## config.mk

```make
export PLATFORM = sky130hd
export DESIGN_NAME = pc_unit
export DESIGN_NICKNAME = d
export VERILOG_FILES = /design/src/rtl/pc_unit.sv
export SDC_FILE = /design/constraint.sdc
export NUM_CORES = 1
export LEC_CHECK = 0
export BUFFER_PORTS_ARGS = -buffer_cell sky130_fd_sc_hd__buf_2
export CORE_ASPECT_RATIO = 1.1
export CORE_UTILIZATION = 45
export DETAILED_ROUTE_END_ITERATION = 8
export MAX_ROUTING_LAYER = met4
export PLACE_DENSITY = 0.64
export SETUP_SLACK_MARGIN = 0.3
export SYNTH_ARGS = -nofsm -noshare
export SYNTH_HDL_FRONTEND = slang
export SYNTH_SLANG_ARGS = --single-unit
```

## constraint.sdc

```tcl
create_clock -name clk -period 4.75 [get_ports clk]
set_input_delay 0.95 -clock clk [delete_from_list [all_inputs] [get_ports clk]]
set_output_delay 0.95 -clock clk [all_outputs]
set_load 0.03 [all_outputs]
```

## src/rtl/pc_unit.sv

```systemverilog
`default_nettype none
// ============================================================================
// Module   : pc_unit
// Brief    : Fetch-stage program counter with next-PC select, stall hold,
//            exception redirect/EPC capture and a circular return-address stack.
// Revision : 1.0 - initial release
// ============================================================================
module pc_unit #(
    parameter int              XLEN         = 32,
    parameter int              RAS_DEPTH    = 4,
    parameter logic [31:0]     RESET_VECTOR = 32'h0000_3000,
    parameter logic [31:0]     EXC_VECTOR   = 32'h0000_4180
) (
    input  logic                         clk,
    input  logic                         rst,
    input  logic                         stall,
    input  logic [2:0]                   npc_op,
    input  logic [25:0]                  imm,
    input  logic [XLEN-1:0]              rd1,
    input  logic                         link,
    input  logic                         exc_req,
    output logic [XLEN-1:0]              pc,
    output logic [XLEN-1:0]              npc,
    output logic [XLEN-1:0]              epc,
    output logic [$clog2(RAS_DEPTH):0]   ras_count,
    output logic                         ras_miss
);

    localparam int PW = $clog2(RAS_DEPTH);
    localparam int CW = PW + 1;

    localparam logic [2:0] c_op_plus4  = 3'b000;
    localparam logic [2:0] c_op_branch = 3'b001;
    localparam logic [2:0] c_op_jump   = 3'b010;
    localparam logic [2:0] c_op_reg    = 3'b011;
    localparam logic [2:0] c_op_ret    = 3'b100;
    localparam logic [2:0] c_op_eret   = 3'b101;

    logic [XLEN-1:0] r_pc;
    logic [XLEN-1:0] r_epc;
    logic [XLEN-1:0] r_ras [RAS_DEPTH];
    logic [PW-1:0]   r_ptr;
    logic [CW-1:0]   r_count;
    logic            r_miss;

    logic [XLEN-1:0] w_pcplus4;
    logic [XLEN-1:0] w_branch_tgt;
    logic [XLEN-1:0] w_jump_tgt;
    logic [PW-1:0]   w_ptr_dec;
    logic            w_ras_empty;
    logic            w_push;
    logic            w_pop;
    logic            w_miss;
    logic            w_advance;

    assign w_pcplus4    = r_pc + XLEN'(4);
    assign w_branch_tgt = w_pcplus4 + {{(XLEN-18){imm[15]}}, imm[15:0], 2'b00};
    assign w_jump_tgt   = {w_pcplus4[XLEN-1:28], imm, 2'b00};
    assign w_ptr_dec    = r_ptr - 1'b1;
    assign w_ras_empty  = (r_count == '0);

    assign w_push    = ((npc_op == c_op_jump) || (npc_op == c_op_reg)) && link;
    assign w_pop     = (npc_op == c_op_ret) && !w_ras_empty;
    assign w_miss    = (npc_op == c_op_ret) && w_ras_empty;
    assign w_advance = !exc_req && !stall;

    always_comb begin
        npc = w_pcplus4;
        case (npc_op)
            c_op_branch: npc = w_branch_tgt;
            c_op_jump:   npc = w_jump_tgt;
            c_op_reg:    npc = rd1;
            c_op_ret:    npc = w_ras_empty ? rd1 : r_ras[w_ptr_dec];
            c_op_eret:   npc = r_epc;
            default:     npc = w_pcplus4;
        endcase
    end

    always_ff @(posedge clk) begin
        if (rst) begin
            r_pc    <= XLEN'(RESET_VECTOR);
            r_epc   <= '0;
            r_ptr   <= '0;
            r_count <= '0;
            r_miss  <= 1'b0;
        end else if (exc_req) begin
            r_pc   <= XLEN'(EXC_VECTOR);
            r_epc  <= r_pc;
            r_miss <= 1'b0;
        end else if (stall) begin
            r_miss <= 1'b0;
        end else begin
            r_pc   <= npc;
            r_miss <= w_miss;
            if (w_push) begin
                r_ptr <= r_ptr + 1'b1;
                // Full stack keeps its count; the write wraps onto the oldest entry.
                if (r_count != CW'(RAS_DEPTH)) begin
                    r_count <= r_count + 1'b1;
                end
            end else if (w_pop) begin
                r_ptr   <= w_ptr_dec;
                r_count <= r_count - 1'b1;
            end
        end
    end

    // Entry storage carries no reset; validity is tracked by r_count alone.
    always_ff @(posedge clk) begin
        if (!rst && w_advance && w_push) begin
            r_ras[r_ptr] <= w_pcplus4;
        end
    end

    assign pc        = r_pc;
    assign epc       = r_epc;
    assign ras_count = r_count;
    assign ras_miss  = r_miss;

endmodule
`default_nettype wire
```

==> impl_results.md, run 1 <==
* Syn_area_per_cell at 11.16 um^2
* Slowest-stage cell, CP: o41a_1
* CP cell instances: and4_4, nand4_4, nor2_4, nand4_1, xnor2_2, buf_6, ha_4, and3_4, nand2_2, o41a_1, a31oi_1, mux2i_1, a31o_1, buf_6
* GRT Residual Overflow at 0
* Comb pwr share at 0.220
* CTS Buffer Depth at 2
* Site Rows at 58
* Relative slew slack at 0.4673
* Post-Route Skew at 0.01117 ns
* Chip width at 149.0 um
* Final wirelength at 35040 um
* Max Fclk at 0.2126 GHz
* GRT Total Usage at 0.2990
* Critical path type: reg -> out
* CTS tree: done
* Largest net degree at the start of global routing at 44
* GPL Wtd Cong at 0.9711
* Port Buffers at 165
* Mapped Cells at 959
* CP Capture Type: output pin
* Status: completed
* Max capacitance violation total at 0
* Final core utilization at 0.6013
* Core Region at 23080 um^2
* Die Span Y at 163.7 um
* DR WL/cell at 23.11 um
* Vias/cell at 5.969
* Synth warn at 0
* DR vias at 9049
* Min Tclk post-route at 4.705 ns
* Power per standard cell area at 310.9 nW/um^2
* Post-DRT Antenna Nets at 0
* DRT Pass-1 Iters at 5
* Mapped Nets at 1070
* Psw at 1.326 mW
* Vias in the first global route at 8933
* Most frequent CP cell: buf_6
* # diodes at 0
* Post-Syn Area at 10700 um^2
* Sw frac at 0.3073
* CP arrival at 3.75 ns
* Hold slack final at 0.5253 ns
* CTS Sinks at 198
* Total negative slack at 0 ns
* Startpoint class of the critical path: flop
* Leak Pwr at 5.643 nW
* Initial antenna violation count at 0
* Pins Over Slew Limit at 0
* Crit path largest cell delay at 0.43 ns
* Die area at 24400 um^2
* HP Class: reg -> reg
* Fin crit share at 0.9905
* Dpl hpwl at 23300 um
* CTS Buf Count at 17
* Worst setup margin at 0.04531 ns
* Hold Fails Final Rpt at 0
* Commonest cells after routing, fill and taps aside: buf_2, edfxtp_1, buf_4, nor2_1, nand2_1
* Commonest non-fill, non-tap cell in the layout: buf_2
* Sequential fraction of the synthesis area at 0.4902
* Reg power frac at 0.434
* Post-synth EDFFs at 128
* Power Internal at 2.988 mW
* Worst-Skew Late Latency at 0.44 ns
* Synth async-reset ratio at 0
* Unrepaired setup endpoints after global routing: yes
* Global-route wire length before repair at 52200 um
* Final Power at 4.314 mW
* Area grow syn2layout at 29.68%
* # IOs at 166
* Residual DRC at 0
* Largest fanout on the critical path at 5
* Initial Utilization at 0.4637
* Drt first-iter violations at 751
* Share of cells above drive strength 1 at 0.3766
* Slew @ Worst Pin at 0.7991 ns
* CTS H-tree depth at 4
* Seq cells post-synth at 198
* Post-synth top flop: edfxtp_1
* Fill count at 1886
* Final setup vio count at 0
* Pre-CTS setup slack at 0.1005 ns
* Clock power frac at 0.346
* Hold buffer count at CTS at 0
* Root Driver: clkbuf_16
* Max VDD drop at 0.0002396 V
* Critical Path RT at 3.80 ns
* Clk slew on worst S/H paths at 0.08 ns
* Final nets at 1314
* Count of different cell masters after synthesis at 62
==> cells in the mapped netlist, types with 4 or more instances <==
library cell | number | area share
inv_1 | 22 | 0.0077
nor2b_1 | 8 | 0.0047
a221o_1 | 22 | 0.021
a21o_1 | 9 | 0.0063
o21a_1 | 11 | 0.0077
a211oi_1 | 4 | 0.0028
a222oi_1 | 7 | 0.0065
buf_1 | 6 | 0.0021
and3_1 | 9 | 0.0053
nand4_1 | 9 | 0.0053
dfxtp_1 | 70 | 0.13
nand2b_1 | 4 | 0.0023
clkbuf_1 | 32 | 0.011
and2_1 | 12 | 0.0070
nand3_1 | 27 | 0.013
o21ba_2 | 7 | 0.0065
a221oi_1 | 14 | 0.011
o211ai_1 | 5 | 0.0035
buf_2 | 12 | 0.0056
mux4_2 | 32 | 0.067
nor2_1 | 114 | 0.040
a21oi_1 | 61 | 0.029
xor2_1 | 23 | 0.019
xnor2_1 | 31 | 0.025
ha_1 | 43 | 0.050
o21bai_1 | 7 | 0.0049
edfxtp_1 | 128 | 0.36
and4_1 | 5 | 0.0041
nor3_1 | 11 | 0.0051
a22oi_1 | 4 | 0.0028
mux2i_1 | 48 | 0.045
o22ai_1 | 6 | 0.0035
nand2_1 | 64 | 0.022
o31ai_1 | 7 | 0.0049
o21ai_0 | 35 | 0.016
a22o_1 | 4 | 0.0033
a31oi_1 | 11 | 0.0064
==> metal layers <==
layer  part of all wire  track usage
met4              0.026       0.1044
met5                  0            -
met3              0.070      0.04667
met1               0.41       0.3708
met2               0.50       0.4960
==> flip-flops by register name, summed over array words and instances, names as in the netlist <==
signal	flops
epc	32
ras_count	3
ras_miss	1
r_ras	128
r_ptr	2
pc	32
==> critical path, delay by kind of cell (launching register included) <==
family	cells	cell delay [ns]
compound gates	3	0.89
xor+xnor	1	0.22
fa+ha+maj	1	0.27
buf+inv	2	0.30
flops	1	0.33
mux	1	0.24
simple gates	6	1.07
==> stage by stage <==
step | cells | instance area (um^2)
6_report | 1516 | 13880
3_5_place_dp | 1448 | 12390
4_1_cts | 1507 | 13560
2_1_floorplan | 959 | 10750
3_3_place_gp | 1448 | 12390
5_1_grt | 1516 | 13880
==> worst paths after layout <==
path                                            from                   end  slack, ns  cells after the start
worst min-delay path            epc[24]$_SDFFE_PP0P_  epc[24]$_SDFFE_PP0P_       0.53                      2
worst max register to register    pc[4]$_SDFFE_PP0N_   pc[21]$_SDFFE_PP0N_       1.19                     15
worst max-delay path              pc[4]$_SDFFE_PP0N_               npc[31]       0.05                     14
worst min register to register  epc[24]$_SDFFE_PP0P_  epc[24]$_SDFFE_PP0P_       0.53                      2
==> power groups by stage <==
stage / logic, mW / clock network (mW) / registers (mW)
global placement: 0.822 / 0 / 1.91
detailed placement: 0.824 / 0 / 1.91
finish: 0.950 / 1.49 / 1.87
CTS: 0.893 / 1.50 / 1.87
global route: 1.01 / 1.57 / 1.88
floorplan: 0.494 / 0 / 1.95
==> area by class of cell <==
| class | instances | area [um^2] | area share |
|---|---|---|---|
| clock buffer | 18 | 439.2 | 0.03165 |
| sequential | 198 | 5265 | 0.3794 |
| multi-input combinational | 685 | 5732 | 0.4131 |
| timing repair buffer | 278 | 1814 | 0.1307 |
| clock inverter | 14 | 163.9 | 0.01181 |
| tap | 300 | 375.4 | 0.02705 |
| inverter | 23 | 86.33 | 0.006222 |
==> kinds of logic (layout without fill, tap and decap cells) <==
| group | Yosys count | in the layout | synth area share |
|---|---|---|---|
| AND/OR/NAND/NOR | 277 | 277 | 0.1211 |
| AO/OA/AOI/OAI | 227 | 227 | 0.1465 |
| flip-flops | 198 | 198 | 0.4902 |
| multiplexers | 81 | 81 | 0.1133 |
| buffers and inverters | 76 | 333 | 0.02912 |
| XOR/XNOR | 55 | 55 | 0.04572 |
| adder cells (fa/ha/maj) | 45 | 45 | 0.05402 |
==> what timing repair did <==
| item | CTS | global route |
|---|---|---|
| gates resized for setup | 95 | 50 |
| endpoints found under the setup margin | 19 | 20 |
| buffers inserted | 27 | 9 |
| pin swaps | 44 | 26 |
Note: power is estimated with default switching activity, not from simulation.
==> run 2, diff against run 1 <==
Settings changed: PLACE_DENSITY 0.64 to 0.66.
==> impl_results.md, run 2 (same netlist as run 1, synthesis figures left out) <==
* Max VDD drop at 0.0002373 V
* Post-Route Skew at 0.01194 ns
* Max capacitance violation total at 0
* CP arrival at 3.78 ns
* Critical Path RT at 3.80 ns
* Critical path's top delay family: simple AND/OR/NAND/NOR gates
* DR WL/cell at 22.85 um
* CTS H-tree depth at 4
* Critical path type: reg -> out
* CTS tree: done
* Slew @ Worst Pin at 0.8392 ns
* GRT Total Usage at 0.2968
* DR vias at 9255
* Largest fanout on the critical path at 6
* Site Rows at 58
* Final nets at 1343
* Dpl hpwl at 23970 um
* Hold buffer count at CTS at 0
* Pins Over Slew Limit at 0
* Die area at 24400 um^2
* Commonest non-fill, non-tap cell in the layout: buf_2
* Port Buffers at 165
* Slowest-stage cell, CP: o41a_1
* GPL Wtd Cong at 0.9490
* Largest net degree at the start of global routing at 44
* Min Tclk post-route at 4.729 ns
* Vias/cell at 5.990
* Power per standard cell area at 303.8 nW/um^2
* Worst setup margin at 0.02116 ns
* Worst-Skew Late Latency at 0.44 ns
* Commonest cells after routing, fill and taps aside: buf_2, buf_4, edfxtp_1, nor2_1, nand2_1
* # diodes at 0
* Largest Register: r_ras
* Post-DRT Antenna Nets at 0
* CTS Buffer Depth at 2
* DP Area at 12450 um^2
* Hold Fails Final Rpt at 0
* Global-route wire length before repair at 51810 um
* CTS Sinks at 198
* Final core utilization at 0.6133
* Pre-CTS setup slack at 0.1348 ns
* Die Span Y at 163.7 um
* CTS Buf Count at 17
* Area grow syn2layout at 32.26%
* HP Class: reg -> reg
* Root Driver: clkbuf_16
* Final std cells w/o fill at 1545
* CP cell instances: and4_4, nand4_4, buf_12, nor2_4, buf_6, nand4_1, xnor2_2, ha_4, nand2_4, nor2_4, nand2_1, o41a_1, a31oi_2, mux2i_1, a31o_1, buf_6
* Clk slew on worst S/H paths at 0.08 ns
* GRT Residual Overflow at 0
* Core Region at 23080 um^2
* Max Fclk at 0.2115 GHz
* Leak Pwr at 5.775 nW
* Crit path largest cell delay at 0.46 ns
* Startpoint class of the critical path: flop
* Drt first-iter violations at 771
* Initial antenna violation count at 0
* Vias in the first global route at 8922
* Hold slack final at 0.5256 ns
* Chip width at 149.0 um
* Initial Utilization at 0.4637
* Post-route design area at 14150 um^2
* CP Buf/Inv Count at 3
* Status: completed
* Total negative slack at 0 ns
* Fin crit share at 0.9955
* Final Power at 4.299 mW
* Relative slew slack at 0.4406
* Placed cell count at 1459
* Max reg flops at 128
* Residual DRC at 0
* Final wirelength at 35310 um
* # IOs at 166
* Share of cells above drive strength 1 at 0.3992
* Final setup vio count at 0
* CP Capture Type: output pin
* Unrepaired setup endpoints after global routing: yes
* DRT Pass-1 Iters at 8
[run 2: cell count changes in the layout (fill, tap and decap cells not counted), sizes merged]
cell	change
buf	+29
clkinv	-2
inv	+2
[run 2: routing by layer]
metal,global-route usage,routed length [um],vias to the layer above
met5,-,0,-
met3,0.04750,2809,75
met2,0.4784,17200,461
met4,0.1155,965,0
met1,0.3748,14340,4553
li1,-,-,4166
[run 2: worst paths after layout]
| path | startpoint | endpoint | slack [ns] | cells past startpoint |
|---|---|---|---|---|
| setup / recovery | pc[7]$_SDFFE_PP0P_ | npc[31] | 0.02 | 16 |
| hold / removal | epc[25]$_SDFFE_PP0P_ | epc[25]$_SDFFE_PP0P_ | 0.53 | 2 |
| setup reg to reg | pc[7]$_SDFFE_PP0P_ | pc[21]$_SDFFE_PP0N_ | 1.15 | 16 |
| hold reg to reg | epc[25]$_SDFFE_PP0P_ | epc[25]$_SDFFE_PP0P_ | 0.53 | 2 |
[run 2: what timing repair did]
item | CTS | global route
pin swaps | 43 | 52
gates resized for setup | 99 | 63
endpoints found under the setup margin | 19 | 18
endpoints found under the hold margin | 0 | 0
setup buffers | 37 | 17
[run 2: cell type report]
class                   count  area [um^2]
clock inverters            14        136.4
clock buffers              18        439.2
well taps                 300        375.4
fillers                  1854         8925
multi-input cells         685         5824
flip-flops and latches    198         5261
inverters                  23        90.09
repair buffers            307         2026
[run 2: report_power, final]
group	switching (mW)	internal [mW]	total [mW]
Sequential	0.0219	1.85	1.87
Clock	0.692	0.754	1.45
Combinational	0.589	0.392	0.981
Total	1.30	3.00	4.30
[run 2: worst reg2reg max path, cell delays in order, from the launching register on]
cell and delay (ns):
dfxtp_4 0.35, and4_4 0.31, nand4_4 0.14, buf_12 0.16, nor2_4 0.13, xor2_2 0.24
ha_4 0.25, a21o_1 0.16, a21oi_2 0.15, nand3_2 0.12, a21oi_4 0.20, buf_6 0.13
o211ai_1 0.09, a31oi_1 0.25, mux2_4 0.35, or3_1 0.35, a21oi_1 0.15
